**config.mk**
```make
export PLATFORM = sky130hd
export DESIGN_NAME = basket_receipt_tx
export DESIGN_NICKNAME = d
export VERILOG_FILES = /design/src/rtl/basket_receipt_tx.sv
export SDC_FILE = /design/constraint.sdc
export NUM_CORES = 1
export LEC_CHECK = 0
export BUFFER_PORTS_ARGS = -buffer_cell sky130_fd_sc_hd__buf_4
export CAP_MARGIN = 20
export CORE_UTILIZATION = 47
export CTS_CLUSTER_DIAMETER = 30
export DETAILED_ROUTE_END_ITERATION = 16
export PLACE_DENSITY = 0.68
export SLEW_MARGIN = 30
export SYNTH_ARGS = -nofsm -noshare
export SYNTH_HDL_FRONTEND = slang
export SYNTH_SLANG_ARGS = --single-unit
```
**constraint.sdc**
```tcl
create_clock -name CLOCK_50 -period 2.9 [get_ports CLOCK_50]
set_input_delay 0.145 -clock CLOCK_50 [delete_from_list [all_inputs] [get_ports CLOCK_50]]
set_output_delay 0.145 -clock CLOCK_50 [all_outputs]
set_load 0.01 [all_outputs]
```
**src/rtl/basket_receipt_tx.sv**
```systemverilog
// Receipt frame transmitter: serialises a header, the basket entries, the total and an XOR
// checksum as back-to-back UART 8N1 bytes, fetching each entry one byte ahead of use.
module basket_receipt_tx #(
    parameter int CLKS_PER_BIT = 434,
    parameter int MAX_ITEMS    = 12
) (
    input  logic        CLOCK_50,
    input  logic        RESET,
    input  logic        START,
    input  logic [3:0]  NUM,
    input  logic [15:0] T_PRICE,
    output logic [3:0]  RD_IDX,
    input  logic [3:0]  RD_ID,
    input  logic [3:0]  RD_QTT,
    input  logic [15:0] RD_PRICE,
    output logic        TX,
    output logic        BUSY,
    output logic        DONE
);
    localparam int            CW       = (CLKS_PER_BIT > 1) ? $clog2(CLKS_PER_BIT) : 1;
    localparam logic [CW-1:0] LAST_CLK = CW'(CLKS_PER_BIT - 1);
    localparam logic [3:0]    MAX_N    = 4'(MAX_ITEMS);

    typedef enum logic [2:0] {S_IDLE, S_HDR, S_CNT, S_ITEM, S_TOT_HI, S_TOT_LO, S_CHK} state_t;

    state_t          r_state, w_next;
    logic [CW-1:0]   r_clk_cnt;
    logic [3:0]      r_bit_idx;
    logic [7:0]      r_shift;
    logic [7:0]      r_chk;
    logic [3:0]      r_n;
    logic [15:0]     r_tot;
    logic [3:0]      r_k;
    logic [1:0]      r_sub;
    logic [3:0]      r_id;
    logic [3:0]      r_qtt;
    logic [15:0]     r_price;
    logic            r_fetch;
    logic [3:0]      r_rd_idx;
    logic            r_done;

    logic            w_accept;
    logic            w_bit_end;
    logic            w_byte_end;
    logic            w_last_item;
    logic [7:0]      w_next_byte;

    assign w_accept    = (r_state == S_IDLE) && START;
    assign w_bit_end   = (r_state != S_IDLE) && (r_clk_cnt == LAST_CLK);
    assign w_byte_end  = w_bit_end && (r_bit_idx == 4'd9);
    assign w_last_item = (r_k == r_n - 4'd1);

    always_ff @(posedge CLOCK_50) begin
        if (RESET) r_state <= S_IDLE;
        else       r_state <= w_next;
    end

    // w_next_byte is the byte that follows the one currently on the line.
    always_comb begin
        w_next      = r_state;
        w_next_byte = 8'h00;
        case (r_state)
            S_IDLE: begin
                w_next_byte = 8'hA5;
                if (START) w_next = S_HDR;
            end
            S_HDR: begin
                w_next_byte = {4'h0, r_n};
                if (w_byte_end) w_next = S_CNT;
            end
            S_CNT: begin
                w_next_byte = (r_n != 4'd0) ? {4'h0, r_id} : r_tot[15:8];
                if (w_byte_end) w_next = (r_n != 4'd0) ? S_ITEM : S_TOT_HI;
            end
            S_ITEM: begin
                case (r_sub)
                    2'd0:    w_next_byte = {4'h0, r_qtt};
                    2'd1:    w_next_byte = r_price[15:8];
                    2'd2:    w_next_byte = r_price[7:0];
                    default: w_next_byte = w_last_item ? r_tot[15:8] : {4'h0, r_id};
                endcase
                if (w_byte_end && r_sub == 2'd3 && w_last_item) w_next = S_TOT_HI;
            end
            S_TOT_HI: begin
                w_next_byte = r_tot[7:0];
                if (w_byte_end) w_next = S_TOT_LO;
            end
            S_TOT_LO: begin
                w_next_byte = r_chk;
                if (w_byte_end) w_next = S_CHK;
            end
            S_CHK: begin
                if (w_byte_end) w_next = S_IDLE;
            end
            default: w_next = S_IDLE;
        endcase
    end

    always_ff @(posedge CLOCK_50) begin
        if (RESET) begin
            r_clk_cnt <= '0;
            r_bit_idx <= 4'd0;
            r_shift   <= 8'h00;
            r_chk     <= 8'h00;
            r_n       <= 4'd0;
            r_tot     <= 16'h0000;
            r_k       <= 4'd0;
            r_sub     <= 2'd0;
            r_id      <= 4'd0;
            r_qtt     <= 4'd0;
            r_price   <= 16'h0000;
            r_fetch   <= 1'b0;
            r_rd_idx  <= 4'd0;
            r_done    <= 1'b0;
        end else begin
            r_done  <= 1'b0;
            r_fetch <= 1'b0;
            if (r_fetch) begin
                r_id    <= RD_ID;
                r_qtt   <= RD_QTT;
                r_price <= RD_PRICE;
            end
            if (w_accept) begin
                r_n       <= (NUM > MAX_N) ? MAX_N : NUM;
                r_tot     <= T_PRICE;
                r_shift   <= 8'hA5;
                r_chk     <= 8'hA5;
                r_clk_cnt <= '0;
                r_bit_idx <= 4'd0;
                r_k       <= 4'd0;
                r_sub     <= 2'd0;
                r_rd_idx  <= 4'd0;
                r_fetch   <= 1'b1;
            end else if (w_bit_end) begin
                r_clk_cnt <= '0;
                if (r_bit_idx == 4'd9) begin
                    r_bit_idx <= 4'd0;
                    r_shift   <= w_next_byte;
                    r_chk     <= r_chk ^ w_next_byte;
                    if (r_state == S_CHK) r_done <= 1'b1;
                    if (r_state == S_ITEM) begin
                        r_sub <= r_sub + 2'd1;
                        // Once the price low byte is loaded the entry registers are free,
                        // so the next entry is fetched a whole byte time before it is needed.
                        if (r_sub == 2'd2) begin
                            r_rd_idx <= w_last_item ? 4'd0 : r_k + 4'd1;
                            r_fetch  <= !w_last_item;
                        end
                        if (r_sub == 2'd3 && !w_last_item) r_k <= r_k + 4'd1;
                    end
                end else begin
                    r_bit_idx <= r_bit_idx + 4'd1;
                    if (r_bit_idx != 4'd0) r_shift <= {1'b0, r_shift[7:1]};
                end
            end else if (r_state != S_IDLE) begin
                r_clk_cnt <= r_clk_cnt + 1'b1;
            end
        end
    end

    always_comb begin
        TX = 1'b1;
        if (r_state != S_IDLE) begin
            if (r_bit_idx == 4'd0)      TX = 1'b0;
            else if (r_bit_idx != 4'd9) TX = r_shift[0];
        end
    end

    assign BUSY   = (r_state != S_IDLE);
    assign DONE   = r_done;
    assign RD_IDX = r_rd_idx;

endmodule
```
==> results of run 1 <==
-- stage by stage --
| stage | instances | total power, uW | worst slack (ps) | util | hold WS [ps] |
|---|---|---|---|---|---|
| after global placement | 683 | 2800 | 478 | 0.537 | 378 |
| final | 698 | 3740 | 308 | 0.560 | 19.3 |
| after floorplan | 525 | 2450 | 667 | - | 281 |
| after CTS | 698 | 3740 | 331 | 0.560 | 13.8 |
| after global routing | 698 | 3940 | 121 | 0.560 | 10.6 |
| after detailed placement | 683 | 2830 | 350 | 0.537 | 390 |
-- registers in the layout (all words and copies together), names as in the netlist --
register   flops
r_price       16
r_tot         16
r_clk_cnt      9
r_chk          8
r_shift        8
RD_IDX         4
r_bit_idx      4
r_id           4
r_k            4
r_n            4
r_qtt          4
r_state        3
r_sub          2
DONE           1
r_fetch        1
-- worst register-to-register path, stage by stage, from the launching register on --
cell and delay [ps]:
dfxtp_1 520, inv_1 110, ha_1 350, xor2_1 290, nand3_2 190, or4_1 560
a31oi_2 220, xnor2_1 150, a21oi_1 80
-- worst min path at each step --
stage / startpoint / endpoint / slack [ps] / cells after the start
after CTS: RD_PRICE[5] / r_price[5] / 10 / 3
after floorplan: T_PRICE[0] / r_tot[0] / 280 / 2
final: RD_PRICE[5] / r_price[5] / 20 / 3
after detailed placement: RD_PRICE[12] / r_price[12] / 390 / 3
after global placement: RD_ID[0] / r_id[0] / 380 / 3
after global routing: RD_PRICE[3] / r_price[3] / 10 / 3
-- report_power, final --
| part | internal (uW) | switching, uW | leakage (uW) |
|---|---|---|---|
| Sequential | 1380 | 183 | 0.000717 |
| Combinational | 547 | 717 | 0.00117 |
| Clock | 481 | 433 | 0.0000946 |
| Total | 2400 | 1330 | 0.00198 |
-- metal layers --
metal	track usage	wire length (um)	vias up
met3	0.0471	505	25
li1	-	-	1929
met2	0.368	4980	116
met1	0.303	5150	1817
met5	0	0	-
met4	0.0769	238	0
-- final cells by class --
class | instances | area (um2)
Fill cell | 859 | 4070
Multi-Input combinational cell | 393 | 2520
Sequential cell | 88 | 1760
Timing Repair Buffer | 65 | 488
Tap cell | 129 | 161
Clock buffer | 10 | 128
Clock inverter | 5 | 82.6
Inverter | 8 | 30.0
-- logic make-up (layout without fill, tap and decap cells) --
logic type / count (synthesis) / in the layout / share of synthesized area
and+or+nand+nor: 215 / 215 / 0.234
DFF: 88 / 88 / 0.394
buffers and inverters: 44 / 88 / 0.0414
xor gates and xnor gates: 29 / 29 / 0.0686
muxes: 39 / 39 / 0.0879
AOI/OAI and AO/OA: 100 / 100 / 0.146
adders and majority gates: 10 / 10 / 0.0280
-- layout by cell type (no fill, tap or decap), types with 9 or more instances in the layout --
cell and count:
clkbuf_8 9, xor2_1 15, buf_4 65, xnor2_1 9, o21ai_0 15, and3_1 12, nand3_1 14, ha_1 10
mux2i_1 37, nor2_1 72, nand2_1 69, a21oi_1 40, dfxtp_1 88
==> impl_results.md, run 1 <==
* Core region area at 9240 um2
* Post-CTS setup repair buffer count at 0
* Cell type with the highest aggregate area in the netlist: dfxtp_1
* Clock-pin transition on the worst setup and hold timing paths at 80 ps
* Antenna diode count at 0
* Net count after synthesis at 582
* Total global-route track usage at 0.228
* Worst-case clock buffer depth at 2
* Area of all placed cells without fillers at 5170 um2
* DR DRC count at 0
* First-pass GRT wire length at 17600 um
* Share of flip-flops with an asynchronous set or reset at 0
* Launch point of the worst path: r_n[0]
* Most repeated cell in the gate-level netlist after synthesis: dfxtp_1
* Critical setup path kind: reg -> reg
* Final Hold Vio Count at 0
* Largest stage delay on the critical path at 560 ps
* Highest attainable clock frequency at 386 MHz
* Critical path's top delay family: simple AND/OR/NAND/NOR gates
* Drt wl/cell at 15.6 um
* R2R Path Start: r_n[0]
* Syn Area/Cell at 8.51 um2
* Routed via count at 3887
* Largest net degree at the start of global routing at 60
* Actual transition at the worst max-transition pin at 625 ps
* Run status: finished, final reports clean
* Destination of the worst register-to-register timing path: r_chk[5]
* Die area at 9900 um2
* 1st-iter DRT viols at 218
* Deepest level of the CTS H-tree at 3
* Rows at 35
* Proportion of layout cells with a drive suffix above 1 at 0.170
* Unrepaired setup endpoints after global routing: false
* Max_slew headroom at 0.572
* Main area contributors after synthesis: dfxtp_1 39%, mux2i_1 8.3%, nor2_1 6.0%
* Total power divided by cell area at 722 nW/um2
* Width of the die at 99.5 um
* Synth Instances at 525
* Final Net Count at 622
* Die boundary height at 99.5 um
* IO Port Bufs at 53
* Classification of the worst-slack hold path: in -> reg
* Top flip-flop cell by instance count after synthesis: dfxtp_1
* Initial core utilization at 0.484
* Number of hold-repair buffers added at the cts stage at 0
* Initial antenna violation count at 0
* Num ports at 54
* Number of enable flip-flop cells after synthesis at 0
* Area share of the largest cell type after synthesis at 0.394
* TritonCTS Buffers at 9
* Lkg Pwr at 0.00198 uW
* Clock Skew at 11.7 ps
* Kind of start point of the critical path: register
* Last weighted congestion value of the routability-driven placer at 0.932
* Post-synthesis sequential element count at 88
* CP Capture Point: r_chk[5]
* Setup violations, final at 0
* Number of global-route vias before repair at 3607
* Dpl cell area at 4960 um2
* Signal arrival time at the worst endpoint at 2810 ps
* FF-to-FF path depth at 8
* Number of vias per cell after detailed routing at 5.57
* TritonCTS clock tree: yes
* Number of distinct library cells after synthesis at 59
* Required time of the worst setup path at 3120 ps
* Crit path time final at 2590 ps
* Cells resized by post-CTS repair at 0
* Period utilisation layout at 0.894
* Largest vdd supply drop at 0.000359 V
* Worst setup slack for register-to-register paths at 310 ps
* Most frequent cells after synthesis: 88 x dfxtp_1, 72 x nor2_1, 69 x nand2_1
* Root buffer selected by CTS: clkbuf_8
* Crit path max fanout at 6
* Source-to-sink clock delay at the later pin of the worst-skew pair at 360 ps
* Layout overhead on the synthesized area at 15.8%
* Count of maximum capacitance violations at 0
* Critical path endpoint category: register
* Iteration count of the initial detailed-routing pass at 5
* Placed wire-length estimate after detailed placement at 8140 um
* Sequential element share of the synthesized area at 0.394
* Worst path buffer plus inverter count at 1
* Post-synthesis cell area at 4470 um2
* Detail Route Antenna Nets at 0
* Yosys warns at 0
* Congestion Overflow GR at 0
* Pins over their slew limit at 0
* Library cell contributing the largest single delay on the critical path: or4_1
* Clock sink total at 88
* Total number of cells along the worst setup path at 8
* Total Wirelength at 10900 um
* Total negative slack at 0 ps
* Cells along the critical path: inv_1 > ha_1 > xor2_1 > nand3_2 > or4_1 > a31oi_2 > xnor2_1 > a21oi_1
Power figures use the tool's default switching activity.
==> inputs of run 2 (changes only) <==
--- a/config.mk
+++ b/config.mk
@@ -7,10 +7,10 @@
 export LEC_CHECK = 0
 export BUFFER_PORTS_ARGS = -buffer_cell sky130_fd_sc_hd__buf_4
 export CAP_MARGIN = 20
-export CORE_UTILIZATION = 47
+export CORE_UTILIZATION = 30
 export CTS_CLUSTER_DIAMETER = 30
 export DETAILED_ROUTE_END_ITERATION = 16
-export PLACE_DENSITY = 0.68
+export PLACE_DENSITY = 0.48
 export SLEW_MARGIN = 30
 export SYNTH_ARGS = -nofsm -noshare
 export SYNTH_HDL_FRONTEND = slang
==> run 2 against run 1 <==
  * Routed wire length grew 14%
  * Non-clock buffer count grew 4
  * Clock skew shrank 0.74 ps
  * Die area grew 55%
  * Sequential cell count is the same
  * Final cell count grew 8.6%
  * Critical path depth is the same
  * First-iteration DRC count grew 63%
  * Critical path type unchanged
  * Critical endpoint is now r_shift[1]
  * Largest power group unchanged
  * Highest routed layer unchanged
==> impl_results.md, run 2 (synthesis gave the netlist of run 1 again) <==
* Run status: finished, final reports clean
* Layout overhead on the synthesized area at 20.4%
* Largest vdd supply drop at 0.000295 V (-18%)
* Root buffer selected by CTS: clkbuf_16
* Drt wl/cell at 16.3 um (+4.9%)
* Lkg Pwr at 0.00206 uW (+4.0%)
* Period utilisation layout at 0.893 (-0.00107)
* Routed via count at 3907 (+0.51%)
* Congestion Overflow GR at 0 (unchanged)
* Hold Slack at 24.7 ps (+5.38 ps)
* Top flop regs: r_price (16), r_tot (16), r_clk_cnt (9)
* Clock-pin transition on the worst setup and hold timing paths at 70 ps (about the same)
* Width of the die at 124 um (+25%)
* Last weighted congestion value of the routability-driven placer at 0.878 (-5.7%)
* Iteration count of the initial detailed-routing pass at 5 (unchanged)
* Worst-case clock buffer depth at 2 (unchanged)
* Max_slew headroom at 0.542 (-0.0304)
* Post-CTS setup repair buffer count at 0 (unchanged)
* Count of maximum capacitance violations at 0 (unchanged)
* Clock Skew at 11.0 ps (-0.738 ps)
* FF-to-FF path depth at 8 (unchanged)
* Crit path max fanout at 6 (unchanged)
* Most common cell after layout, fill and taps aside: dfxtp_1
* Crit path time final at 2590 ps (-3.10 ps)
* Num ports at 54 (unchanged)
* Final Hold Vio Count at 0 (unchanged)
* Required time of the worst setup path at 3150 ps (+30 ps)
* Number of global-route vias before repair at 3750 (+4.0%)
* Launch point of the worst path: r_n[0]
* First-pass GRT wire length at 19800 um (+12%)
* Setup violations, final at 0 (unchanged)
* Placed wire-length estimate after detailed placement at 8960 um (+10%)
* CP Capture Point: r_shift[1]
* IO Port Bufs at 53 (unchanged)
* Critical path endpoint category: register
* Die boundary height at 124 um (+25%)
* Area of all placed cells without fillers at 5380 um2 (+4.0%)
* Rows at 44 (+26%)
* Signal arrival time at the worst endpoint at 2840 ps (+30 ps)
* Detail Route Antenna Nets at 0 (unchanged)
* Initial antenna violation count at 0 (unchanged)
* Total global-route track usage at 0.170 (-0.0571)
* Die area at 15400 um2 (+55%)
* Worst hold stages at 3 (unchanged)
* Worst setup slack for register-to-register paths at 310 ps (about the same)
* Cells after DPL at 742 (+8.6%)
* Core region area at 14500 um2 (+57%)
* Cells resized by post-CTS repair at 0 (unchanged)
* Total Power Consumption at 4110 uW (+9.9%)
* Highest attainable clock frequency at 386 MHz (+0.12%)
* Top library cells by usage in the layout, fill and taps aside: 88 x dfxtp_1, 72 x nor2_1, 69 x nand2_1, 69 x buf_4, 40 x a21oi_1
* Deepest level of the CTS H-tree at 3 (unchanged)
* Critical setup path kind: reg -> reg
* R2R Path Start: r_n[0]
* Total negative slack at 0 ps (unchanged)
* Destination of the worst register-to-register timing path: r_shift[1]
* Unrepaired setup endpoints after global routing: false
* Number of hold-repair buffers added at the cts stage at 0 (unchanged)
* Source-to-sink clock delay at the later pin of the worst-skew pair at 350 ps (about the same)
* Total Wirelength at 12400 um (+14%)
* Number of standard cells in the layout, taps in and fillers out at 758 (+8.6%)
* Antenna diode count at 0 (unchanged)
* Largest net degree at the start of global routing at 60 (unchanged)
* Clock sink total at 88 (unchanged)
* Initial core utilization at 0.307 (-0.176)
* 1st-iter DRT viols at 356 (+63%)
* Total power divided by cell area at 763 nW/um2 (+5.7%)
* Cells along the critical path: inv_1 > ha_1 > xnor2_1 > o211ai_1 > o21ai_0 > a2111oi_0 > nand3_1 > a32o_1
* Dpl cell area at 5060 um2 (+2.0%)
* Proportion of layout cells with a drive suffix above 1 at 0.179 (+0.00897)
* Final Net Count at 626 (+0.64%)
* Kind of start point of the critical path: register
* TritonCTS clock tree: yes
* Library cell contributing the largest single delay on the critical path: a2111oi_0
* Actual transition at the worst max-transition pin at 670 ps (+44.5 ps)
* Number of vias per cell after detailed routing at 5.15 (-7.4%)
* Classification of the worst-slack hold path: in -> reg
* Largest stage delay on the critical path at 660 ps (+100 ps)
* DR DRC count at 0 (unchanged)
* TritonCTS Buffers at 9 (unchanged)
* Pins over their slew limit at 0 (unchanged)
run 2: cell types whose count changed in the layout (fill, tap and decap cells not counted), sizes merged:
cell,change
buf,+4
bufinv,-1
clkbuf,+2
clkinvlp,-2
clkinv,+2
run 2: through the flow:
step | util | setup slack (ps)
after floorplan | - | 667
after global placement | 0.348 | 468
after detailed placement | 0.348 | 344
after CTS | 0.370 | 337
after global routing | 0.370 | 110
final | 0.370 | 311
run 2: worst min-delay path by stage:
stage | startpoint | end | slack (ps)
2_1_floorplan | T_PRICE[0] | r_tot[0] | 280
3_3_place_gp | RD_ID[1] | r_id[1] | 380
5_1_grt | RD_ID[0] | r_id[0] | 30
4_1_cts | RD_PRICE[4] | r_price[4] | 20
3_5_place_dp | RD_ID[1] | r_id[1] | 390
6_report | RD_PRICE[4] | r_price[4] | 20
run 2: per-layer routing:
| metal | global-route usage | part of all wire | up-vias | wire length (um) |
|---|---|---|---|---|
| met3 | 0.0343 | 0.050 | 24 | 625 |
| met2 | 0.272 | 0.46 | 107 | 5690 |
| met1 | 0.223 | 0.47 | 1845 | 5790 |
| li1 | - | - | 1931 | - |
| met5 | 0 | 0 | - | 0 |
| met4 | 0.0714 | 0.024 | 0 | 293 |
run 2: critical path, delay by kind of cell (launching register included):
family / cells / cell delay [ps]
AO/OA/AOI/OAI: 4 / 1200
adder cells (fa/ha/maj): 1 / 350
buffers and inverters: 1 / 110
XOR/XNOR: 1 / 180
AND/OR/NAND/NOR: 1 / 150
flip-flops: 1 / 490
run 2: layout make-up:
cell class | instances | area [um2]
flip-flops and latches | 88 | 1760
clock inverters | 4 | 51.3
repair buffers | 69 | 518
clock buffers | 12 | 267
fillers | 1524 | 9160
inverters | 8 | 30.0
multi-input cells | 393 | 2520
well taps | 184 | 230
run 2: power breakdown:
| group | internal [uW] | switching [uW] |
|---|---|---|
| clock | 738 | 496 |
| sequential | 1380 | 165 |
| combinational | 562 | 768 |
==> inputs of run 3 (changes only) <==
--- a/config.mk
+++ b/config.mk
@@ -5,7 +5,7 @@
 export SDC_FILE = /design/constraint.sdc
 export NUM_CORES = 1
 export LEC_CHECK = 0
-export BUFFER_PORTS_ARGS = -buffer_cell sky130_fd_sc_hd__buf_4
+export BUFFER_PORTS_ARGS = -buffer_cell sky130_fd_sc_hd__buf_2
 export CAP_MARGIN = 20
 export CORE_UTILIZATION = 30
 export CTS_CLUSTER_DIAMETER = 30
==> run 3 against run 2 <==
  * Combinational power is 3% lower
  * Utilization down 1.3 points
  * Power shrank 5.3%
  * Via count is 1.5% lower
  * First-iteration DRC count decreased by 26%
  * Register-to-register slack improved by 100 ps
  * Global-route usage is 0.37 points lower
  * Critical path type unchanged
  * Critical endpoint unchanged
  * Largest cell class unchanged
  * Largest power group unchanged
==> impl_results.md, run 3 (synthesis gave the netlist of run 1 again) <==
* Run status: finished, final reports clean
* Final cell utilization of the core at 0.358 (-0.0126)
* Worst path buffer plus inverter count at 1 (unchanged)
* Critical path endpoint category: register
* Most common cell after layout, fill and taps aside: dfxtp_1
* Clock-pin transition on the worst setup and hold timing paths at 60 ps (about the same)
* Area of combinational cells with multiple inputs at 2520 um2 (unchanged)
* Area of all placed cells without fillers at 5200 um2 (-3.4%)
* Flip-flop and latch area at 1760 um2 (unchanged)
* Worst setup slack for register-to-register paths at 410 ps (+100 ps)
* Congestion Overflow GR at 0 (unchanged)
* Number of vias per cell after detailed routing at 5.08 (-1.5%)
* Worst hold start: RD_QTT[0]
* Hold Slack at 33.7 ps (+9.03 ps)
* Deepest level of the CTS H-tree at 3 (unchanged)
* Filler cell count in the final layout at 1532 (+0.52%)
* R2R Path Start: r_n[0]
* Total global-route track usage at 0.167 (-0.00373)
* Unrepaired setup endpoints after global routing: false
* Top flop regs: r_price (16), r_tot (16), r_clk_cnt (9)
* Largest stage delay on the critical path at 620 ps (-40 ps)
* FF-to-FF path depth at 8 (unchanged)
* Core region area at 14500 um2 (unchanged)
* Width of the die at 124 um (unchanged)
* Clock sink total at 88 (unchanged)
* Crit path time final at 2490 ps (-101 ps)
* Antenna diode count at 0 (unchanged)
* Detail Route Antenna Nets at 0 (unchanged)
* Total negative slack at 0 ps (unchanged)
* Max_slew headroom at 0.568 (+0.0259)
* Library cell contributing the largest single delay on the critical path: a2111oi_0
* TritonCTS Buffers at 9 (unchanged)
* Cells along the critical path: inv_1 > ha_1 > xnor2_1 > o211ai_1 > o21ai_0 > a2111oi_0 > nand3_1 > a32o_1
* Number of hold-repair buffers added at the cts stage at 0 (unchanged)
* Initial core utilization at 0.307 (unchanged)
* Dpl cell area at 4930 um2 (-2.6%)
* Count of maximum capacitance violations at 0 (unchanged)
* Classification of the worst-slack hold path: in -> reg
* Setup violations, final at 0 (unchanged)
* Actual transition at the worst max-transition pin at 632 ps (-37.9 ps)
* TritonCTS clock tree: yes
* Cells resized by post-CTS repair at 0 (unchanged)
* Kind of start point of the critical path: register
* Critical setup path kind: reg -> reg
* Die boundary height at 124 um (unchanged)
* Largest vdd supply drop at 0.000266 V (-9.7%)
* First-pass GRT wire length at 19400 um (-1.7%)
* Required time of the worst setup path at 3140 ps (about the same)
* Num ports at 54 (unchanged)
* Period utilisation layout at 0.858 (-0.0349)
* Final Hold Vio Count at 0 (unchanged)
* Top library cells by usage in the layout, fill and taps aside: 88 x dfxtp_1, 72 x nor2_1, 69 x nand2_1
* Die area at 15400 um2 (unchanged)
* Source-to-sink clock delay at the later pin of the worst-skew pair at 350 ps (about the same)
* Last weighted congestion value of the routability-driven placer at 0.905 (+3.1%)
* Drt wl/cell at 15.6 um (-4.3%)
* Routed via count at 3847 (-1.5%)
* Critical path's top delay family: compound AO/OA/AOI/OAI gates
* Total power divided by cell area at 749 nW/um2 (-1.9%)
* Initial antenna violation count at 0 (unchanged)
* Post-CTS setup repair buffer count at 0 (unchanged)
* IO Port Bufs at 53 (unchanged)
* Destination of the worst register-to-register timing path: r_shift[1]
* Signal arrival time at the worst endpoint at 2730 ps (-110 ps)
* Lkg Pwr at 0.00199 uW (-3.3%)
* Highest attainable clock frequency at 402 MHz (+4.1%)
* DR DRC count at 0 (unchanged)
* Total Wirelength at 11900 um (-4.3%)
* Proportion of layout cells with a drive suffix above 1 at 0.174 (-0.00523)
* Placed wire-length estimate after detailed placement at 8820 um (-1.6%)
* Rows at 44 (unchanged)
* Iteration count of the initial detailed-routing pass at 4 (-1)
* Worst-case clock buffer depth at 2 (unchanged)
* Clock Skew at 6.91 ps (-4.09 ps)
* Root buffer selected by CTS: clkbuf_16
* Worst-case hold path end point: r_qtt[0]
* Number of global-route vias before repair at 3725 (-0.67%)
* Largest net degree at the start of global routing at 51 (-15%)
* Layout overhead on the synthesized area at 16.3%
* Worst hold stages at 3 (unchanged)
* Crit path max fanout at 6 (unchanged)
* Pins over their slew limit at 0 (unchanged)
* 1st-iter DRT viols at 263 (-26%)
* Final Net Count at 626 (unchanged)
run 3: where the power goes:
part,internal [uW],switching [uW]
clock,602,465
sequential,1380,158
combinational,534,754
total,2510,1380
run 3: worst min-delay path, delay by kind of cell:
family                 cells  cell delay (ps)
buffers and inverters      1               70
multiplexers               1               50
AND/OR/NAND/NOR            1               70
run 3: worst max-delay path by stage:
stage            from          to  depth (start not counted)
6_report       r_n[0]  r_shift[1]                          8
3_5_place_dp   r_n[0]    r_chk[5]                          8
3_3_place_gp   r_n[0]    r_chk[5]                          8
4_1_cts        r_n[0]    r_chk[5]                          8
5_1_grt        r_n[0]  r_shift[1]                          8
2_1_floorplan  r_n[0]    r_chk[5]                          9
run 3: cell type report:
class                           instances  share of cell area
Clock inverter                          3             0.00337
Tap cell                              184              0.0443
Clock buffer                           13              0.0482
Sequential cell                        88               0.339
Multi-Input combinational cell        393               0.485
Timing Repair Buffer                   69              0.0742
Inverter                                8             0.00578
run 3: routing by layer:
layer	vias to the layer above	track usage	share of wire
li1	1931	-	-
met1	1812	0.218	0.49
met2	78	0.258	0.44
met3	26	0.0298	0.037
met4	0	0.0908	0.034
met5	-	0	0
run 3: metrics by stage:
stage	std cells	setup WS (ps)	total power, uW
after floorplan	525	667	2450
after global placement	742	489	2850
after detailed placement	742	422	2850
after CTS	758	414	3930
after global routing	758	176	4140
final	758	413	3890
